<file path="src/rtl/cmp_pkg.sv">
// Shared definitions for the comparator arbiter: datapath width, FSM encodings
// and comparator mode constants.
package cmp_pkg;

  localparam int CMP_WIDTH = 16;

  typedef enum logic [1:0] {
    IDLE = 2'b00,
    EVAL = 2'b01,
    RESP = 2'b10
  } cmpState_t;

  localparam logic CMP_SLT = 1'b0;
  localparam logic CMP_EQ  = 1'b1;

endpackage

</file>
<file path="src/rtl/comparator.sv">
// Shared 16-bit comparator: signed less-than or equality, 1-bit result
// zero-extended to WIDTH.
module comparator
  import cmp_pkg::*;
#(
  parameter int WIDTH = CMP_WIDTH
) (
  input  logic [WIDTH-1:0] A,
  input  logic [WIDTH-1:0] B,
  input  logic             ControlSignal,
  output logic [WIDTH-1:0] R
);

  logic isLess;
  logic isEqual;

  assign isLess  = $signed(A) < $signed(B);
  assign isEqual = (A == B);
  assign R       = {{(WIDTH-1){1'b0}}, (ControlSignal == CMP_EQ) ? isEqual : isLess};

endmodule

</file>
<file path="src/rtl/rr_arb2.sv">
// Stateless two-way round-robin grant; the caller owns lastGrant.
module rr_arb2 (
  input  logic [1:0] valid,
  input  logic       lastGrant,
  output logic       grantValid,
  output logic       grant
);

  always_comb begin
    grant = 1'b0;
    case (valid)
      2'b01:   grant = 1'b0;
      2'b10:   grant = 1'b1;
      2'b11:   grant = ~lastGrant;  // contention: the port not served last time wins
      default: grant = 1'b0;
    endcase
  end

  assign grantValid = |valid;

endmodule

</file>
<file path="src/rtl/cmp_arbiter.sv">
// Round-robin arbiter sharing one comparator between branch-resolve (port 0)
// and the slt/compare path (port 1); one operation in flight at a time.
module cmp_arbiter
  import cmp_pkg::*;
#(
  parameter int WIDTH = CMP_WIDTH
) (
  input  logic             CLK,
  input  logic             Reset,
  input  logic             req0_valid,
  output logic             req0_ready,
  input  logic [WIDTH-1:0] req0_a,
  input  logic [WIDTH-1:0] req0_b,
  input  logic             req0_mode,
  input  logic             req1_valid,
  output logic             req1_ready,
  input  logic [WIDTH-1:0] req1_a,
  input  logic [WIDTH-1:0] req1_b,
  input  logic             req1_mode,
  output logic             rsp0_valid,
  input  logic             rsp0_ready,
  output logic             rsp1_valid,
  input  logic             rsp1_ready,
  output logic [WIDTH-1:0] rsp_data,
  output cmpState_t        dbgState
);

  // Handshakes: a transfer happens on a rising edge where valid and ready are
  // both high. Requesters hold valid and operands stable until ready; ready is
  // only ever raised in IDLE. A response is held until its owner's ready.

  cmpState_t        state;
  cmpState_t        nextState;
  logic [WIDTH-1:0] opA;
  logic [WIDTH-1:0] opB;
  logic             opMode;
  logic [WIDTH-1:0] resReg;
  logic [WIDTH-1:0] cmpR;
  logic             owner;
  logic             lastGrant;
  logic             grantValid;
  logic             grant;
  logic             accept;

  rr_arb2 uArb (
    .valid      ({req1_valid, req0_valid}),
    .lastGrant  (lastGrant),
    .grantValid (grantValid),
    .grant      (grant)
  );

  comparator #(.WIDTH(WIDTH)) uCmp (
    .A             (opA),
    .B             (opB),
    .ControlSignal (opMode),
    .R             (cmpR)
  );

  always_comb begin
    nextState  = state;
    accept     = 1'b0;
    req0_ready = 1'b0;
    req1_ready = 1'b0;
    rsp0_valid = 1'b0;
    rsp1_valid = 1'b0;
    rsp_data   = '0;
    case (state)
      IDLE: begin
        req0_ready = grantValid & ~grant;
        req1_ready = grantValid & grant;
        if (grantValid) begin
          accept    = 1'b1;
          nextState = EVAL;
        end
      end
      EVAL: nextState = RESP;
      RESP: begin
        rsp_data   = resReg;
        rsp0_valid = ~owner;
        rsp1_valid = owner;
        // only the owner's ready can retire the response
        if (owner ? rsp1_ready : rsp0_ready) nextState = IDLE;
      end
      default: nextState = IDLE;
    endcase
  end

  always_ff @(posedge CLK) begin
    if (Reset) begin
      state     <= IDLE;
      opA       <= '0;
      opB       <= '0;
      opMode    <= 1'b0;
      resReg    <= '0;
      owner     <= 1'b0;
      lastGrant <= 1'b1;
    end else begin
      state <= nextState;
      if (accept) begin
        opA       <= grant ? req1_a : req0_a;
        opB       <= grant ? req1_b : req0_b;
        opMode    <= grant ? req1_mode : req0_mode;
        owner     <= grant;
        lastGrant <= grant;
      end
      if (state == EVAL) resReg <= cmpR;
    end
  end

  assign dbgState = state;

endmodule

</file>
<file path="config.mk">
export PLATFORM = sky130hd
export DESIGN_NAME = cmp_arbiter
export DESIGN_NICKNAME = d
export VERILOG_FILES = /design/src/rtl/cmp_pkg.sv /design/src/rtl/comparator.sv /design/src/rtl/rr_arb2.sv /design/src/rtl/cmp_arbiter.sv
export SDC_FILE = /design/constraint.sdc
export NUM_CORES = 1
export LEC_CHECK = 0
export BUFFER_PORTS_ARGS = -buffer_cell sky130_fd_sc_hd__clkbuf_2
export CORE_MARGIN = 2
export CORE_UTILIZATION = 41
export CTS_CLUSTER_SIZE = 40
export DETAILED_ROUTE_END_ITERATION = 6
export PLACE_DENSITY_LB_ADDON = 0.05
export SLEW_MARGIN = 25
export SYNTH_ARGS = -nofsm -noshare
export SYNTH_HDL_FRONTEND = slang
export SYNTH_SLANG_ARGS = --single-unit
</file>
<file path="constraint.sdc">
create_clock -name CLK -period 2 [get_ports CLK]
set_input_delay 0.5 -clock CLK [delete_from_list [all_inputs] [get_ports CLK]]
set_output_delay 0.5 -clock CLK [all_outputs]
set_load 0.03 [all_outputs]
</file>
# == Word-level counts from Yosys, hierarchy flattened ==
# Cells that the tools add are included.
# classes
magnitude_cmp,1
div_mod_pow,0
mux,16
eq_ne,7
n_reduce_logical,3
n_addsub,0
shift,0
n_mul,0
bitwise,5
# op_table
op,count
$mux W16,2
$eq A16 B16 Y1,1
$lt A16 B16 Y1,1
$mux W1,10
$eq A2 B2 Y1 const B,3
$pmux W2 S3,1
$mux W2,2
$ne A2 B2 Y1 const B,2
$not A1 Y1,3
$and A1 B1 Y1,2
$eq A2 B1 Y1 const B,1
$logic_not A2 Y1,1
$pmux W1 S2,1
$reduce_and A2 Y1,1
$reduce_or A2 Y1,1
# totals
input_bits,72
memories,0
ram_bits,0
romBits,0
wordCells,39
out_inout_bits,22
register_bits,38
latchBits,0

# == Depth between registers and ports, before layout ==
# Gate-level depths: netlist (run 1).
# logic_depth
ltp_word,5
mapped_depth,7
depth_no_buf,7

# == Modules after synthesis ==
# From an unflattened synthesis (run 1), not the netlist that was laid out.
# hier_totals
hier_cells,298
area_unflattened_um2,2986.6
# modules_own_cells
module,cells_each,seq_area_each_um2,area_per_inst_um2,n_inst
cmp_arbiter,219,1061.0,2424.8,1
comparator,77,0.0,548.0,1
rr_arb2,2,0.0,13.8,1

# == Worst setup path before layout (run 1) ==
# OpenSTA, ideal clock, no wires.
# synth_path
kind,reg-to-reg
from,reg opB[5]
to,reg resReg[0]
slack_ns,0.024
synth_period_minus_slack_ns,1.976
path_stages_with_launch,8
setup_ns,0.123
required_time_ns,1.877
t_arrival_ns,1.853
path_buffers,0
path_cell_list,dfxtp_1 inv_1 ha_1 a21oi_1 o21ai_0 a211o_1 or3_2 a311o_2
# synth_between
elab_chain_len,2
elab_cells_between_ends,3
classes_between,1 x order compare; 1 x eq/ne; 1 x mux
# synth_lines
item,line,rtl
from (decl),cmp_arbiter.sv:35,logic [WIDTH-1:0] opB;
from (signal assigned),cmp_arbiter.sv:101,opB <= grant ? req1_b : req0_b;
$lt A16 B16 Y1 or $eq A16 B16 Y1 (tied branches),"comparator.sv:17, comparator.sv:18",
$mux W1 *,comparator.sv:19,"assign R = {{(WIDTH-1){1'b0}}, (ControlSignal == CMP_EQ) ? isEqual : isLess};"
to (signal assigned),cmp_arbiter.sv:106,if (state == EVAL) resReg <= cmpR;
to (decl),cmp_arbiter.sv:37,logic [WIDTH-1:0] resReg;
# Every way passes the cells marked *; elsewhere a longest branch is shown, timed or not.
# A chain may end at the register's enable or synchronous reset.

# == Final worst setup path (run 1) ==
# layout_path
from,reg opB[15]
to,reg resReg[0]
# The elaborated chain is that of the path after synthesis.

==> impl_results.md, run 1 <==
- I/O Buffers: 78
- Post-route DRC violation count: 0
- Switch Pwr: 0.6546 mW
- Leak: 1.217 nW
- Final worst slack: -21.64 ps
- DP HPWL: 3620 um
- DP Worst Slack: -90.71 ps
- FF-to-FF setup slack: -20 ps
- First-pass GRT wire length: 8197 um
- Crit path arrival time: between 2000 and 2500 ps
- Synth Area in Simple Gates: 14.17%
- Syn_area_per_cell: 8.950 sq um
- GRT Total Usage: 19.83%
- CTS Buf Count: 5
- FF-to-FF path depth: 7
- Number of top-level pins: 94
- Sequential Power Share: 43.8%
- Detailed Route Iter0 Violations: between 150 and 200
- Switching Fraction: 31.69%
- Vias in the first global route: 1823
- Peak Freq: 0.4946 GHz
- Worst Path Required: 2230 ps
- DRT antenna net count: 0
- Final instance area: about 0.0025 sq mm
- Die H: 72.51 um
- Clock slew at reported path FFs: 70 ps
- Post-synthesis compound-gate area fraction: approximately 23%
- Worst Setup End Kind: register
- Yosys cell types: 28
- YS warnings: 0
- Gate Count Post-Synth: roughly 220
- Min Tclk post-route: 2022 ps
- CTS tree: yes
- Cell row count: 24
- Max rail drop VDD: 411.5 uV
- Setup TNS: -21.64 ps
- Post-synthesis register bit count: 38
- Number of flops mapped to enable cells by yosys: 0
- Finished Layout Cells: 348
- Seq/Total Area, Yosys: 39.53%
- Core area: 0.004444 sq mm
- Total power draw: roughly 2.1 mW
- DR vias: 1861
- GP Congestion: around 0.73
- Ratio of final minimum period to clock period: 101.1%
- Main flop type after synthesis: dfxtp_1
- Post-Synth Adder-Cell Area: 10.40%
- Hold path cells: 3
- Synth Area in XOR/XNOR: 0%
- Endpoints failing setup: 1
- P per Cell Area: slightly above 800 mW/mm^2
- Comb pwr share: about a third
- Post-layout nets: 385
- Clk_lat worst skew: 290 ps
- H-tree depth: 2
- Largest net degree at the start of global routing: 38
- DP Cell Count: 339
- Final hold vios: 0
- Int Power: 1.411 mW
- Initial antenna violation count: 0
- Vias per inst: 5.348
- Root Driver: clkbuf_8
- RSZ-0062 raised after global routing: yes
- Commonest cells after routing, fill and taps aside: clkbuf_2, nor2_1, a222oi_1
- Netlist Area Pre-Place: 0.001924 sq mm
- Initial core utilization: ~43%
- Max-slew violations: 0
- Max-Cap Viols: 0
- GRT overflow: 0
- Crit-path max FO: 3
- Diodes inserted: 0
- # clock sinks: 38
- Max Clock Skew: 8.224 ps
- Min-delay worst type: in2reg
- CP Class: reg2reg
- Die area: 0.005258 sq mm
- Routed len/inst: between 10 and 15 um
- Area of placed instances: 0.002341 sq mm
- Clock buffer depth: 2
- Failing checks: setup timing
- Clock share of power: between 20% and 30%
- Most common cell after layout, fill and taps aside: clkbuf_2
- P&R area growth vs syn: 31.40%
- DIE WIDTH: 72.51 um
- Asr flop ratio synth: 0%
- Drt pass-1 iters: 6
- Total Wirelength: slightly below 5000 um
- Largest family of logic cells by synthesized area: compound AO/OA/AOI/OAI gates
- Status: finished with violations
- Mux share of post-synthesis cell area: 0.5202%
- Startpoint types: register
- Layout cells sized above 1: 40.54%
[Yosys cell counts, types with 2 or more instances]
master	number	share of area, %
a211o_1	2	0.91
a222oi_1	33	17
o21bai_1	2	0.78
nand4_1	2	0.65
ha_1	16	10
and2_1	2	0.65
nand2_1	5	0.98
buf_4	15	5.9
nand3_1	2	0.52
clkbuf_1	13	2.5
or4_1	2	0.78
a21oi_1	11	2.9
nor2b_1	3	0.98
dfxtp_1	38	40
inv_1	17	3.3
nor2_1	40	7.8
[worst max-delay path, stage by stage (launching register included)]
cell	delay [ps]
dfxtp_2	330
inv_1	60
ha_4	260
nand4_1	160
or4_4	580
or3_4	340
a21oi_2	130
a311o_2	110
[what timing repair did]
action | 4_1_cts | 5_1_grt
endpoints found under the setup margin | 1 | 1
gates resized for setup | 16 | 4
hold buffers | 0 | 0
buffers inserted | 3 | 0
pin swaps | 9 | 4
[sequential cells by signal (all words and copies together) (netlist names)]
register / cells
opA: 16
opB: 16
dbgState: 2
lastGrant: 1
opMode: 1
owner: 1
resReg: 1
[worst paths after layout]
path / from / to
hold reg to reg: lastGrant / lastGrant
setup reg to reg: opB[15] / resReg[0]
setup / recovery: opB[15] / resReg[0]
hold / removal: req1_a[2] / opA[2]
[layer usage]
metal	wire length, um	track usage, %	vias up
met2	2426	34.56	62
met1	2247	24.74	859
met3	255	5.000	4
met5	0	0	-
li1	-	-	936
met4	43	4.321	0
[cell type report]
cell class	count	area [sq um]
multi-input combinational	145	1064
clock buffer	6	82.58
timing repair buffer	90	480.5
fill	431	1916
tap	52	65.06
sequential	38	773.2
inverter	17	63.81
[logic make-up (layout without fill, tap and decap cells)]
logic type	after synthesis	after routing
compound gates	52	52
fa+ha+maj	16	16
buf+inv	46	113
flops	38	38
mux	1	1
other cells	1	15
simple gates	61	61
[power groups by stage]
stage	Sequential [mW]	Combinational, mW	Clock [mW]
final	0.904	0.648	0.514
after global routing	0.915	0.736	0.564
after CTS	0.904	0.640	0.528
after detailed placement	0.912	0.596	0
after global placement	0.911	0.595	0
after floorplan	0.899	0.426	0
[per-stage QoR]
stage	hold slack, ps	utilization (%)
finish	437.8	56.90
global route	455.5	56.90
CTS	441.5	56.53
detailed placement	458.5	52.67
global placement	453.3	52.67
floorplan	436.0	-
Power figures use the tool's default switching activity.
==> run 2, diff against run 1 <==
--- a/config.mk
+++ b/config.mk
@@ -7,7 +7,7 @@
 export LEC_CHECK = 0
 export BUFFER_PORTS_ARGS = -buffer_cell sky130_fd_sc_hd__clkbuf_2
 export CORE_MARGIN = 2
-export CORE_UTILIZATION = 41
+export CORE_UTILIZATION = 39
 export CTS_CLUSTER_SIZE = 40
 export DETAILED_ROUTE_END_ITERATION = 6
 export PLACE_DENSITY_LB_ADDON = 0.05
==> run 2 against run 1 <==
Compared with the run above: the run ends with DRC, setup timing left; clock-buffer cell count grew 2; critical path type unchanged; cell count grew 4.3%; via count increased by 1.1%; largest power group unchanged; clock skew decreased by 5.8 ps; routed wire length hardly changed.
==> impl_results.md, run 2 (synthesis results as in run 1) <==
- Endpoints failing setup: 1
- Clock buffer depth: 2
- RSZ-0062 raised after global routing: yes
- Routed len/inst: 13.69 um
- Hold_sp: req1_a[4]
- Final hold vios: 0
- Layout cells sized above 1: between 40% and 50%
- GP Congestion: 0.7682
- Switching Fraction: 31.23%
- Worst R2R End: resReg[0]
- Startpoint types: register
- Worst Path Required: 2240 ps
- Ratio of final minimum period to clock period: 100.9%
- Leak: between 1 and 1.5 nW
- Number of fillers in the final layout: around 480
- Largest net degree at the start of global routing: 38
- Max Clock Skew: between 2 and 2.5 ps
- Total Wirelength: 4971 um
- Int Power: 1.494 mW
- Min Tclk post-route: 2019 ps
- FF/Latch Area: around 770 sq um
- Max-Cap Viols: 0
- H-tree depth: 2
- CP Launch Point: opB[12]
- Detailed Route Iter0 Violations: 162
- P&R area growth vs syn: 34.59%
- Core area: 0.004755 sq mm
- Min-delay worst type: in2reg
- Sequential Power Share: 41.6%
- Post-route DRC violation count: 4
- Initial core utilization: 40.47%
- CP max stage cell: or4_4
- Clock share of power: 28.4%
- GRT Total Usage: 18.80%
- CP peak stage delay: approximately 590 ps
- Cell row count: 25
- Status: finished with violations
- Most common cell after layout, fill and taps aside: clkbuf_2
- Vias per inst: 5.182
- DIE WIDTH: about 74 um
- Diodes inserted: 0
- DR vias: 1881
- Root Driver: clkbuf_8
- Drt pass-1 iters: 7
- # clock sinks: 38
- Die area: 0.005512 sq mm
- Number of top-level pins: 94
- FF-to-FF setup slack: -20 ps
- I/O Buffers: 78
- Initial antenna violation count: 0
- CTS tree: yes
- DP HPWL: between 3000 and 4000 um
- CP Class: reg2reg
- WHS Endpoint: opA[4]
- Final instance area: 0.002590 sq mm
- Switch Pwr: 0.6784 mW
- Clk_lat worst skew: just under 300 ps
- P per Cell Area: 838.7 mW/mm^2
- Max-slew violations: 0
- Post-layout nets: 383
- Vias in the first global route: 1755
- Final worst slack: -18.80 ps
- Multi-input logic area: roughly 0.0011 sq mm
- Worst r2r src: opB[12]
- Crit path arrival time: 2260 ps
- Crit-path max FO: 3
- Max rail drop VDD: 444.8 uV
- Finished Layout Cells: about 360
- GRT overflow: 0
- Comb pwr share: 30.1%
- DP Cell Count: 351
- CTS Buf Count: 5
- Clock slew at reported path FFs: roughly 70 ps
- CP cell instances: inv_1 > ha_4 > nand4_1 > or4_4 > or3_4 > a21oi_2 > a311o_2
- WP buf/inv: 1
- Total power draw: 2.172 mW
- Area of placed instances: 0.002337 sq mm
- Peak Freq: 0.4953 GHz
- First-pass GRT wire length: roughly 7900 um
- Hold path cells: 3
- Worst Setup End Kind: register
- Failing checks: DRC, setup timing
- Die H: 74.25 um
- Commonest cells after routing, fill and taps aside: clkbuf_2, nor2_1, a222oi_1
- FF-to-FF path depth: 7
- DRT antenna net count: 0
- Largest delay contributor family on the critical path: simple AND/OR/NAND/NOR gates
==> run 2: final cells by class <==
| type | count | area share (%) |
|---|---|---|
| Timing Repair Buffer | 88 | 17.97 |
| Inverter | 17 | 2.464 |
| Clock buffer | 8 | 4.251 |
| Multi-Input combinational cell | 145 | 42.32 |
| Sequential cell | 38 | 29.76 |
| Tap cell | 67 | 3.237 |
==> run 2: per-layer routing <==
metal  vias up  wire length, um  part of all wire [%]  track usage [%]
li1        938                -                     -                -
met1       867             2175                    44            23.50
met2        70             2432                    49            31.94
met3         6              317                   6.4            4.743
met4         0               45                  0.91            5.952
met5         -                0                     0                0
==> run 2: how the worst max path moves through the flow <==
stage,end,cells past startpoint
after CTS,resReg[0],7
after detailed placement,resReg[0],7
after global routing,resReg[0],7
final,resReg[0],7
after global placement,resReg[0],7
after floorplan,resReg[0],7
==> run 2: timing repair <==
action,4_1_cts,5_1_grt
hold buffers,0,0
setup buffers,2,2
pin swaps,6,5
gates resized for setup,12,11
setup endpoints to repair,1,1
==> run 2: per-stage QoR <==
stage          setup slack, ps  TNS (ps)  utilization, %  hold slack [ps]
6_report                -18.80    -18.80           54.47            436.2
5_1_grt                 -96.69    -96.69           54.47            450.7
4_1_cts                 0.3921         0           52.84            439.0
3_5_place_dp            -69.54    -69.54           49.16            452.1
3_3_place_gp            -56.94    -56.94           49.16            452.4
2_1_floorplan            24.24         0               -            436.0
==> run 2: worst register-to-register path: stages, from the launching register on <==
cell	delay [ps]
dfxtp_2	330
inv_1	60
ha_4	260
nand4_1	140
or4_4	590
or3_4	350
a21oi_2	130
a311o_2	110
==> run 2: power groups by stage <==
stage / Combinational [mW] / Clock [mW] / Sequential, mW
after floorplan: 0.426 / 0 / 0.899
after global placement: 0.583 / 0 / 0.910
after detailed placement: 0.588 / 0 / 0.911
after CTS: 0.619 / 0.627 / 0.899
after global routing: 0.739 / 0.654 / 0.911
final: 0.653 / 0.616 / 0.903
==> run 3, diff against run 2 <==
--- a/config.mk
+++ b/config.mk
@@ -5,11 +5,12 @@
 export SDC_FILE = /design/constraint.sdc
 export NUM_CORES = 1
 export LEC_CHECK = 0
-export BUFFER_PORTS_ARGS = -buffer_cell sky130_fd_sc_hd__clkbuf_2
+export ABC_AREA = 1
 export CORE_MARGIN = 2
 export CORE_UTILIZATION = 39
 export CTS_CLUSTER_SIZE = 40
 export DETAILED_ROUTE_END_ITERATION = 6
+export DONT_BUFFER_PORTS = 1
 export PLACE_DENSITY_LB_ADDON = 0.05
 export SLEW_MARGIN = 25
 export SYNTH_ARGS = -nofsm -noshare
==> run 3 against run 2 <==
Compared with the run above: the flow now finishes without violations; clock skew increased by 2.8 ps; worst hold slack got worse by 160 ps; setup slack improved by 130 ps; routed wire length decreased by 5.1%; sequential power decreased by 2.4%; flip-flop and latch count unchanged; sequential share of layout area increased by 3.5 points; total power decreased by 6.5%; cell count increased by 4.1%; design area decreased by 11%; synthesized area increased by 11%.
==> impl_results.md, run 3 <==
- Min-delay worst type: in2reg
- Total Wirelength: 4715 um
- CP Class: reg2out
- H-tree depth: 2
- Commonest cells post-synth: nand2_1, dfxtp_1, a31oi_1, inv_1, ha_1
- Finished Layout Cells: around 380
- Post-layout nets: 396
- Max Clock Skew: 5.293 ps
- # clock sinks: 38
- Max-slew headroom: 65.12%
- Routed len/inst: between 10 and 15 um
- Post-CTS setup repair buffer count: 0
- Initial antenna violation count: 0
- Drt pass-1 iters: 4
- Max rail drop VDD: 377.8 uV
- Cell row count: 26
- CTS Buf Count: 5
- CP cell instances: nor2_1 > o21ai_4 > a21oi_4
- Min Tclk post-route: 1891 ps
- Clk_lat worst skew: between 200 and 300 ps
- Root Driver: clkbuf_8
- Worst Setup End Kind: output port
- DIE WIDTH: 77.96 um
- Max-Cap Viols: 0
- Final core utilization: ~44%
- Leading area contributor after synthesis: dfxtp_1
- Max-slew violations: 0
- Number of top-level pins: between 90 and 100
- DRT antenna net count: 0
- Seq/Total Area, Yosys: 35.66%
- Post-route DRC violation count: 0
- Crit path arrival time: 1390 ps
- DP Worst Slack: between 200 and 300 ps
- Syn_area_per_cell: 6.994 sq um
- Yosys top cell area share: between 30% and 40%
- Leak: 0.9673 nW
- Initial core utilization: around two fifths
- Clock buffer depth: 2
- I/O Buffers: 0
- Main flop type after synthesis: dfxtp_1
- Ratio of final minimum period to clock period: a little over nine tenths
- Largest net degree at the start of global routing: 39
- Gate Count Post-Synth: 305
- Vias per inst: 4.847
- Die area: just over 0.006 sq mm
- YS warnings: 0
- P&R area growth vs syn: 7.449%
- Most frequent cell after synthesis: nand2_1
- Final worst slack: about 110 ps
- GRT overflow: 0
- Setup TNS: 0 ps
- CTS tree: yes
- Largest delay contributor family on the critical path: compound AO/OA/AOI/OAI gates
- Peak Freq: 0.5288 GHz
- Die H: 77.96 um
- DR vias: 1832
- CTS Hold Bufs: 0
- RSZ-0062 raised after global routing: no
- Commonest cells after routing, fill and taps aside: nand2_1, dfxtp_1, a31oi_1
- Post-synthesis register bit count: 38
- Asr flop ratio synth: 0%
- Status: finished clean
- Final hold vios: 0
- Vias in the first global route: between 1500 and 2000
- Hold_ws: 272.0 ps
- Worst Path Required: 1500 ps
- Yosys cell types: 20
- Core area: between 0.005 and 0.006 sq mm
- Endpoints failing setup: 0
- Layout cells sized above 1: 7.143%
- GP Congestion: 0.6908
- DP Cell Count: 371
- Startpoint types: register
- WP buf/inv: 0
- Synth area leaders: dfxtp_1, nand2_1, a31oi_1
- Most common cell after layout, fill and taps aside: nand2_1
- CP max stage cell: a21oi_4
- Clock slew at reported path FFs: approximately 70 ps
- Slew @ Worst Pin: 522.1 ps
- GRT Total Usage: 16.22%
- Detailed Route Iter0 Violations: 48
- P per Cell Area: 886.2 mW/mm^2
- DP HPWL: 3582 um
- Netlist Area Pre-Place: ~0.0021 sq mm
- Crit-path max FO: 8
- Diodes inserted: 0
- CP peak stage delay: 440 ps
- First-pass GRT wire length: 7803 um
- Number of flops mapped to enable cells by yosys: 0
==> run 3: repair_timing <==
| item | in CTS | in global routing |
|---|---|---|
| endpoints found under the hold margin | 0 | 0 |
| endpoints found under the setup margin | 0 | 3 |
| resized for setup | 0 | 1 |
==> run 3: cell families (layout without fill, tap and decap cells) <==
family | Yosys count | after routing | share of synthesized area [%]
DFF | 38 | 38 | 35.66
buffers and inverters | 58 | 47 | 14.60
other | 1 | 15 | 0.1758
and+or+nand+nor | 145 | 145 | 26.10
adders and majority gates | 16 | 16 | 9.384
AOI/OAI and AO/OA | 47 | 47 | 14.08
==> run 3: layer usage <==
metal | routed length, um | global-route usage (%) | part of all wire (%) | up-vias
met5 | 0 | 0 | 0 | -
met4 | 25 | 3.158 | 0.53 | 0
met3 | 303 | 5.581 | 6.4 | 2
met2 | 2099 | 24.83 | 45 | 50
met1 | 2287 | 22.23 | 49 | 820
li1 | - | - | - | 960
==> run 3: report_power, final <==
| part | internal, mW | total (mW) | leakage [nW] | switching (mW) |
|---|---|---|---|---|
| clock network | 0.399 | 0.650 | 0.0573 | 0.251 |
| logic | 0.182 | 0.500 | 0.596 | 0.318 |
| registers | 0.835 | 0.881 | 0.314 | 0.0467 |
| total | 1.42 | 2.03 | 0.967 | 0.616 |
==> run 3: final timing paths <==
| kind | startpoint | endpoint | slack [ps] | cells past startpoint |
|---|---|---|---|---|
| setup / recovery | dbgState[1] | req0_ready | 110 | 3 |
| setup reg to reg | dbgState[1] | opA[0] | 340 | 6 |
| hold reg to reg | lastGrant | lastGrant | 460 | 2 |
| hold / removal | Reset | dbgState[1] | 270 | 1 |
==> run 3: worst register-to-register path: cells and delay by family (launching register included) <==
kind,cells,cell delay [ps]
compound gates,3,670
flops,1,380
buf+inv,1,280
simple gates,2,270
==> run 3: area by class of cell <==
cell class	instances	area [sq um]
clock buffer	6	82.58
fill	579	2913
sequential	38	762.0
timing repair buffer	11	95.09
multi-input combinational	223	1126
tap	70	87.58
inverter	29	108.9
clock inverter	1	30.03
==> run 3: through the flow <==
step                total power, mW  cell area (sq um)
floorplan                     1.332               2186
finish                        2.031               2292
global placement              1.403               2178
detailed placement            1.407               2178
global route                  2.188               2292
CTS                           2.072               2291
